### config.mk
export PLATFORM = sky130hd
export DESIGN_NAME = sram_1rw_share_ctrl
export DESIGN_NICKNAME = d
export VERILOG_FILES = /design/src/rtl/sram_1rw_share_ctrl.sv
export SDC_FILE = /design/constraint.sdc
export NUM_CORES = 1
export LEC_CHECK = 0
export CAP_MARGIN = 15
export CORE_AREA = 2 2 292 294
export DETAILED_ROUTE_END_ITERATION = 8
export DIE_AREA = 0 0 294 296
export PLACE_DENSITY_LB_ADDON = 0.12
export SYNTH_ARGS = -nofsm -noshare
export SYNTH_HDL_FRONTEND = slang
export SYNTH_SLANG_ARGS = --single-unit
### constraint.sdc
create_clock -name clock -period 17.9 [get_ports clock]
set_clock_uncertainty 0.15 [all_clocks]
set_input_delay 1.79 -clock clock [delete_from_list [all_inputs] [get_ports clock]]
set_output_delay 1.79 -clock clock [all_outputs]
set_load 0.1 [all_outputs]
### src/rtl/sram_1rw_share_ctrl.sv
// Arbitrates one 1RW SRAM between a read port and a buffered posted-write port; zero-fills after reset.
// Read data one cycle after grant; reads stall on buffer full, starvation or RAW hit; writes stall when buffer full.
module sram_1rw_share_ctrl #(
  parameter int ADDR_W     = 6,
  parameter int DEPTH      = 64,
  parameter int DATA_W     = 176,
  parameter int MASK_W     = 8,
  parameter int WBUF_DEPTH = 2,
  parameter int STARVE_MAX = 4
) (
  input  logic              clock,
  input  logic              reset_n,
  output logic              init_done,
  input  logic              rd_req_valid,
  output logic              rd_req_ready,
  input  logic [ADDR_W-1:0] rd_req_addr,
  output logic              rd_resp_valid,
  output logic [DATA_W-1:0] rd_resp_data,
  input  logic              wr_req_valid,
  output logic              wr_req_ready,
  input  logic [ADDR_W-1:0] wr_req_addr,
  input  logic [DATA_W-1:0] wr_req_data,
  input  logic [MASK_W-1:0] wr_req_mask,
  output logic [ADDR_W-1:0] RW0_addr,
  output logic              RW0_en,
  output logic              RW0_wmode,
  output logic [DATA_W-1:0] RW0_wdata,
  output logic [MASK_W-1:0] RW0_wmask,
  input  logic [DATA_W-1:0] RW0_rdata
);

  localparam int PTR_W = (WBUF_DEPTH > 1) ? $clog2(WBUF_DEPTH) : 1;
  localparam int CNT_W = $clog2(WBUF_DEPTH + 1);
  localparam int STV_W = (STARVE_MAX > 0) ? $clog2(STARVE_MAX + 1) : 1;
  localparam logic [ADDR_W-1:0] LAST_ADDR = ADDR_W'(DEPTH - 1);
  localparam logic [CNT_W-1:0]  CNT_FULL  = CNT_W'(WBUF_DEPTH);
  localparam logic [STV_W-1:0]  STV_LIMIT = STV_W'(STARVE_MAX);
  localparam logic [PTR_W-1:0]  PTR_LAST  = PTR_W'(WBUF_DEPTH - 1);

  typedef enum logic {S_INIT, S_RUN} state_t;

  typedef struct packed {
    logic [ADDR_W-1:0] addr;
    logic [DATA_W-1:0] data;
    logic [MASK_W-1:0] mask;
  } wbuf_entry_t;

  state_t            state_q;
  logic              init_en_q;
  logic [ADDR_W-1:0] init_ptr_q;
  logic              init_done_q;

  wbuf_entry_t           wbuf_mem [WBUF_DEPTH];
  logic [WBUF_DEPTH-1:0] wbuf_vld_q, wbuf_vld_d;
  logic [PTR_W-1:0]      wr_ptr_q, wr_ptr_d;
  logic [PTR_W-1:0]      rd_ptr_q, rd_ptr_d;
  logic [CNT_W-1:0]      count_q, count_d;
  logic [STV_W-1:0]      starve_q, starve_d;
  logic                  rd_resp_valid_q, rd_resp_valid_d;

  logic        run, buf_empty, buf_full, raw_hit, force_drain;
  logic        drain, rd_grant, push;
  wbuf_entry_t head;

  // init_en_q lags reset release by one edge so the macro sees no enable while reset is held.
  always_ff @(posedge clock or negedge reset_n) begin
    if (!reset_n) begin
      state_q     <= S_INIT;
      init_en_q   <= 1'b0;
      init_ptr_q  <= '0;
      init_done_q <= 1'b0;
    end else begin
      case (state_q)
        S_INIT: begin
          if (!init_en_q) begin
            init_en_q <= 1'b1;
          end else if (init_ptr_q == LAST_ADDR) begin
            state_q     <= S_RUN;
            init_en_q   <= 1'b0;
            init_ptr_q  <= '0;
            init_done_q <= 1'b1;
          end else begin
            init_ptr_q <= init_ptr_q + ADDR_W'(1);
          end
        end
        default: state_q <= S_RUN;
      endcase
    end
  end

  always_comb begin
    run       = (state_q == S_RUN);
    buf_empty = (count_q == '0);
    buf_full  = (count_q == CNT_FULL);
    head      = wbuf_mem[rd_ptr_q];

    // Hazard check spans every buffered entry, so a read waits until all older writes to it drain.
    raw_hit = 1'b0;
    for (int i = 0; i < WBUF_DEPTH; i++) begin
      if (wbuf_vld_q[i] && (wbuf_mem[i].addr == rd_req_addr)) raw_hit = 1'b1;
    end
    raw_hit = raw_hit && rd_req_valid;

    force_drain  = !buf_empty && (buf_full || (starve_q == STV_LIMIT) || raw_hit);
    drain        = run && !buf_empty && (force_drain || !rd_req_valid);
    rd_grant     = run && rd_req_valid && !force_drain;
    wr_req_ready = init_done_q && (count_q < CNT_FULL);
    push         = wr_req_valid && wr_req_ready;

    wbuf_vld_d = wbuf_vld_q;
    wr_ptr_d   = wr_ptr_q;
    rd_ptr_d   = rd_ptr_q;
    if (drain) begin
      wbuf_vld_d[rd_ptr_q] = 1'b0;
      rd_ptr_d = (rd_ptr_q == PTR_LAST) ? '0 : rd_ptr_q + PTR_W'(1);
    end
    if (push) begin
      wbuf_vld_d[wr_ptr_q] = 1'b1;
      wr_ptr_d = (wr_ptr_q == PTR_LAST) ? '0 : wr_ptr_q + PTR_W'(1);
    end
    count_d = count_q + CNT_W'(push) - CNT_W'(drain);

    if (drain || buf_empty)         starve_d = '0;
    else if (starve_q != STV_LIMIT) starve_d = starve_q + STV_W'(1);
    else                            starve_d = starve_q;

    rd_resp_valid_d = rd_grant;
  end

  always_ff @(posedge clock or negedge reset_n) begin
    if (!reset_n) begin
      wbuf_vld_q      <= '0;
      wr_ptr_q        <= '0;
      rd_ptr_q        <= '0;
      count_q         <= '0;
      starve_q        <= '0;
      rd_resp_valid_q <= 1'b0;
    end else begin
      wbuf_vld_q      <= wbuf_vld_d;
      wr_ptr_q        <= wr_ptr_d;
      rd_ptr_q        <= rd_ptr_d;
      count_q         <= count_d;
      starve_q        <= starve_d;
      rd_resp_valid_q <= rd_resp_valid_d;
    end
  end

  always_ff @(posedge clock) begin
    if (push) wbuf_mem[wr_ptr_q] <= '{addr: wr_req_addr, data: wr_req_data, mask: wr_req_mask};
  end

  always_comb begin
    RW0_en    = 1'b0;
    RW0_wmode = 1'b0;
    RW0_addr  = '0;
    RW0_wdata = '0;
    RW0_wmask = '0;
    if (state_q == S_INIT) begin
      RW0_en    = init_en_q;
      RW0_wmode = init_en_q;
      RW0_addr  = init_ptr_q;
      RW0_wmask = {MASK_W{init_en_q}};
    end else if (drain) begin
      RW0_en    = 1'b1;
      RW0_wmode = 1'b1;
      RW0_addr  = head.addr;
      RW0_wdata = head.data;
      RW0_wmask = head.mask;
    end else if (rd_grant) begin
      RW0_en   = 1'b1;
      RW0_addr = rd_req_addr;
    end
  end

  assign init_done     = init_done_q;
  assign rd_req_ready  = rd_grant;
  assign rd_resp_valid = rd_resp_valid_q;
  assign rd_resp_data  = RW0_rdata;

endmodule

* Word-level counts from Yosys, hierarchy flattened
Memories as Yosys holds them, arrays and structs flattened.
Cells that the tools add are included.
W data, S select, Z words.
** Word-level totals
- Memories :: 1
- Flip-flop bits (word level) :: 19
- Memory bits (writable) :: 380
** Operators by class
- Bitwise logic cells :: 4
- Magnitude comparators :: 5
- Multiplexer cells :: 32
- Eq/ne operators :: 6
- Add/sub/neg operators :: 6
- Reduce and logical (&&, ||, !) cells :: 23
** Memories
- wbuf_mem :: words 2, bits a word 190, rd ports 3, clocked after memory_dff 0, write ports 1, line 53 : wbuf_entry_t wbuf_mem [WBUF_DEPTH];
** Operator list (number)
- $mux W176 :: 2
- $mux W6 :: 4
- $mux W1 :: 18
- $mux W8 :: 2
- $eq A6 B6 Y1 :: 2
- $logic_and A1 B1 Y1 :: 12
- $add A6 B1 Y6 const B :: 1
- $eq A6 B6 Y1 const B :: 1
- $mux W3 :: 2
- $logic_or A1 B1 Y1 :: 4
- $lt A1 B2 Y1 const B :: 2
- $mux W2 :: 2
- $add A3 B1 Y3 const B :: 1
- $eq A3 B3 Y1 const B :: 1
- $logic_not A1 Y1 :: 3
- $ne A3 B3 Y1 const B :: 1
- $reduce_and A3 Y1 :: 1
- $add A1 B1 Y1 const B :: 2
- $add A2 B1 Y2 :: 1
- $and A2 B2 Y2 :: 1
- $demux W1 S1 :: 2
- $eq A2 B2 Y1 const B :: 1
- $ge A1 B1 Y1 const B :: 2
- $logic_not A2 Y1 :: 1
- other kinds (7) :: 7

* Logic depth before layout (Yosys ltp)
- Depth after elaboration :: 12
- Depth in mapped cells :: 13

* Worst setup path before layout
No wires, ideal clock.
- Path type :: register to register
- From :: register init_done_q (netlist: init_done)
- To :: memory wbuf_mem[0][0] (netlist name), enable pin
- Data required time :: 17003 ps
- Setup slack :: 6219 ps
- Data arrival time :: 10784 ps
- Cell stages (with the launch flop) :: 4
- Cell sequence :: dfrtp_1 -> nor2b_1 -> nand2_1 -> nor2_1
** On the way
- Longest elaborated chain between the ends :: 4
** Ends and longest elaborated chain
- start, declared :: line 51 : logic init_done_q;
- start signal, assigned :: line 71 : init_done_q <= 1'b0;
- start signal, assigned :: line 81 : init_done_q <= 1'b1;
- $logic_and A1 B1 Y1 :: line 107 : wr_req_ready = init_done_q && (count_q < CNT_FULL);
- named net wr_req_ready :: line 20 : output logic wr_req_ready,
- $logic_and A1 B1 Y1 :: line 108 : push = wr_req_valid && wr_req_ready;
- $mux W1 :: line 149 : if (push) wbuf_mem[wr_ptr_q] <= '{addr: wr_req_addr, data: wr_req_data, mask: wr_req_mask};
- $mux W1 (implied by the code) :: line 149
- end, declared :: line 53
The timed path passes the listed nets, and every way through them passes these cells.

* Worst setup path in the final report
- From :: input port rd_req_addr[0]
- To :: output port RW0_wdata[89]
** On the way
- Longest elaborated chain between the ends :: 11
- Elaborated cells on any way between the ends :: 13
- Those cells by class :: eq/ne: 2; mux: 4; reduce/logical: 7
** Ends and longest elaborated chain
- start, declared :: line 16 : input logic [ADDR_W-1:0] rd_req_addr,
- $eq A6 B6 Y1 :: line 100 : if (wbuf_vld_q[i] && (wbuf_mem[i].addr == rd_req_addr)) raw_hit = 1'b1;
- $logic_and A1 B1 Y1 :: line 100
- $mux W1 :: line 100
- $mux W1 * :: line 100
- $logic_and A1 B1 Y1 * :: line 102 : raw_hit = raw_hit && rd_req_valid;
- $logic_or A1 B1 Y1 * :: line 104 : force_drain = !buf_empty && (buf_full || (starve_q == STV_LIMIT) || raw_hit);
- $logic_and A1 B1 Y1 * :: line 104
- $logic_or A1 B1 Y1 * :: line 105 : drain = run && !buf_empty && (force_drain || !rd_req_valid);
- $logic_and A1 B1 Y1 * :: line 105
- $mux W176 * :: line 163 : end else if (drain) begin
- $mux W176 * :: line 158 : if (state_q == S_INIT) begin
- end, declared :: line 27 : output logic [DATA_W-1:0] RW0_wdata,
Mark *: on every way between the ends. The rest lies on a longest branch, timed or not.

==> results.sh <==
export IMPL_status="completed"
export IMPL_max_slew_margin_rel_pct=26.2
export IMPL_drv_cap=0
export IMPL_drive_gt1_share_pct=5.88
export IMPL_critPathKind="input pin to output port"
export IMPL_ys_seq_elements=399
export IMPL_synth_edf_count=380
export IMPL_ir_drop_v=0.0000678
export IMPL_setup_viol=0
export IMPL_vias=9452
export IMPL_io_buffers=395
export IMPL_rows=107
export IMPL_area_growth_pct=32.4
export IMPL_synth_top_area_share_pct=68.0
export IMPL_core_area_sq_um=84200
export IMPL_post_cts_setup_buffers=0
export IMPL_postSynthAreaPerCell_sq_um=15.2
export IMPL_root_buffer="clkbuf_16"
export IMPL_multi_input_area_sq_um=3270
export IMPL_clk_pin_slew_ns=0.05
export IMPL_regArea_sq_um=11900
export IMPL_dieArea_sq_um=87000
export IMPL_ys_top_cells_by_area="edfxtp_1 (68%), mux2i_1 (11%), buf_4 (7.9%)"
export IMPL_drt_iter0_markers=416
export IMPL_slew_viol_final=0
export IMPL_synth_cell_types=30
export IMPL_power_density_nw_per_um2=91.9
export IMPL_layout_cells_non_filler=2469
export IMPL_htreeDepth=2
export IMPL_drc=0
export IMPL_cts_inserted_buffers=50
export IMPL_hold_buffers=0
export IMPL_antenna_found_initial=10
export IMPL_avgRoutedWirePerCell_microns=27.6
export IMPL_clock_sinks=399
export IMPL_nets=1719
export IMPL_yosysMostFrequentCell="edfxtp_1"
export IMPL_num_io_pins=748
export IMPL_wl_microns=68100
export IMPL_hold_class="flip-flop to flip-flop"
export IMPL_grt_pass1_wl_microns=88400
export IMPL_synth_common_cells="edfxtp_1 (380), mux2i_1 (192), nor2_1 (183)"
export IMPL_clk_latency_ns=0.56
export IMPL_grtUsageTotal_pct=14.9
export IMPL_yosysTopAreaCell="edfxtp_1"
export IMPL_start_util_pct=19.9
export IMPL_utilization_pct=26.4
export IMPL_synth_ff_type="edfxtp_1"
export IMPL_drt_first_pass_iters=4
export IMPL_final_fill_count=8584
export IMPL_die_h_microns=296
export IMPL_fp_dieW_microns=294
export IMPL_critPathCaptureType="output port"
export IMPL_synthArstFlopShare_pct=4.76
export IMPL_cts_resized=0
export IMPL_drt_vias_per_instance=3.83
export IMPL_grt_ovfl_total=0
export IMPL_power_total_uw=2040
export IMPL_worst_pin_slew_ns=1.11
export IMPL_grt_pass1_vias=10100
export IMPL_timing_final_crit_period_ns=7.37
export IMPL_dp_hpwl_microns=52700
export IMPL_rsz0062_at_grt="false"
export IMPL_ys_seq_area_share_pct=70.9
export IMPL_hold_viol_final=0
export IMPL_leakage_uw=0.00841
export IMPL_holdWs_ns=0.361
export IMPL_synthesis_area_sq_um=16800
export IMPL_min_period_over_period_pct=41.1
export IMPL_crit_slowest_cell="clkdlybuf4s50_1"
export IMPL_critPathArrivalTime_ns=5.43
export IMPL_grt_max_degree=122
export IMPL_placed_cells=2376
export IMPL_clock_path_buffers=3
export IMPL_crit_fanout=85
export IMPL_cts_tree="built"
export IMPL_drtAntennaViolNets=0
export IMPL_start_kind="input pin"
export IMPL_crit_chain="clkdlybuf4s50_1, xnor2_1, nand4_1, o41a_1, a21o_4, buf_4, nor2_1, clkdlybuf4s50_1"
export IMPL_finalSetupTns_ns=0
export IMPL_critPathMaxStageDelay_ns=1.21
export IMPL_syn_inst=1102
export IMPL_ys_warn_count=0
export IMPL_gp_congestion=0.772
export IMPL_synth_net_count=1483
export IMPL_fmax_ghz=0.136
export IMPL_cp_common_cell="clkdlybuf4s50_1"
export IMPL_required_ns=15.96
==> worst max-delay path, delay by kind of cell <==
family,cells,cell delay (ns)
AND/OR/NAND/NOR,2,0.50
XOR/XNOR,1,0.15
AO/OA/AOI/OAI,2,0.71
buffers and inverters,3,2.15
==> power breakdown <==
part	internal, uW	switching, uW
clock	572	393
combinational	38.9	14.1
sequential	1020	0
==> final cells by class <==
class	instances	share of cell area [%]
Clock buffer	63	6.05
Tap cell	1090	6.14
Clock inverter	28	1.04
Antenna cell	2	0.0225
Multi-Input combinational cell	470	14.7
Timing Repair Buffer	406	18.3
Inverter	11	0.186
Sequential cell	399	53.6
==> stage by stage <==
step           setup slack [ns]  cell area (sq um)
2_1_floorplan              6.22              16800
5_1_grt                   10.29              22200
3_5_place_dp              10.54              20600
6_report                  10.53              22200
3_3_place_gp              10.51              20600
4_1_cts                   10.53              22200
==> path summary, 6_finish.rpt <==
check,start,end,slack (ns),cells past startpoint
worst max-delay path,rd_req_addr[0],RW0_wdata[89],10.53,8
worst min-delay path,init_ptr_q[4]$_DFFE_PN0P_,init_ptr_q[4]$_DFFE_PN0P_,0.36,1
worst max register to register,count_q[1]$_DFF_PN0_,wbuf_mem[1][36]$_DFFE_PP_,13.60,5
worst min register to register,init_ptr_q[4]$_DFFE_PN0P_,init_ptr_q[4]$_DFFE_PN0P_,0.36,1
max in group asynchronous,reset_n,rd_ptr_q$_DFFE_PN0P_,15.20,1
min in group asynchronous,reset_n,rd_resp_valid$_DFF_PN0_,1.64,1
==> metal layers <==
| metal | track usage [%] | share of wire (%) |
|---|---|---|
| met1 | 12.7 | 29 |
| met2 | 28.4 | 55 |
| met3 | 8.58 | 13 |
| met4 | 5.45 | 3.6 |
| met5 | 0 | 0.056 |
==> cell usage in the layout (no fill, tap or decap), types with 11 or more instances in the layout <==
cell,Yosys,routed
xnor2_1,13,13
clkbuf_16,0,52
mux2i_1,192,192
o21ai_0,13,13
dfrtp_1,19,18
edfxtp_1,380,380
clkinv_1,0,15
clkbuf_1,23,11
nor2_1,183,182
clkdlybuf4s50_1,0,395
nand2_1,13,13
==> sequential cells by signal, indices dropped and copies added (netlist names) <==
| register | cells |
|---|---|
| init_en_q | 1 |
| wbuf_mem | 380 |
| count_q | 2 |
| rd_ptr_q | 1 |
| starve_q | 3 |
| wbuf_vld_q | 2 |
| wr_ptr_q | 1 |
| init_done | 1 |
| rd_resp_valid | 1 |
| init_ptr_q | 6 |
| run | 1 |
==> kinds of logic after synthesis <==
logic type | count (synthesis) | share of synthesized area, %
DFF | 399 | 70.9
muxes | 192 | 11.5
adders and majority gates | 5 | 0.373
and+or+nand+nor | 222 | 5.32
AOI/OAI and AO/OA | 32 | 1.22
xor gates and xnor gates | 19 | 0.992
buffers and inverters | 233 | 9.75
(Power assumes the default switching activity.)
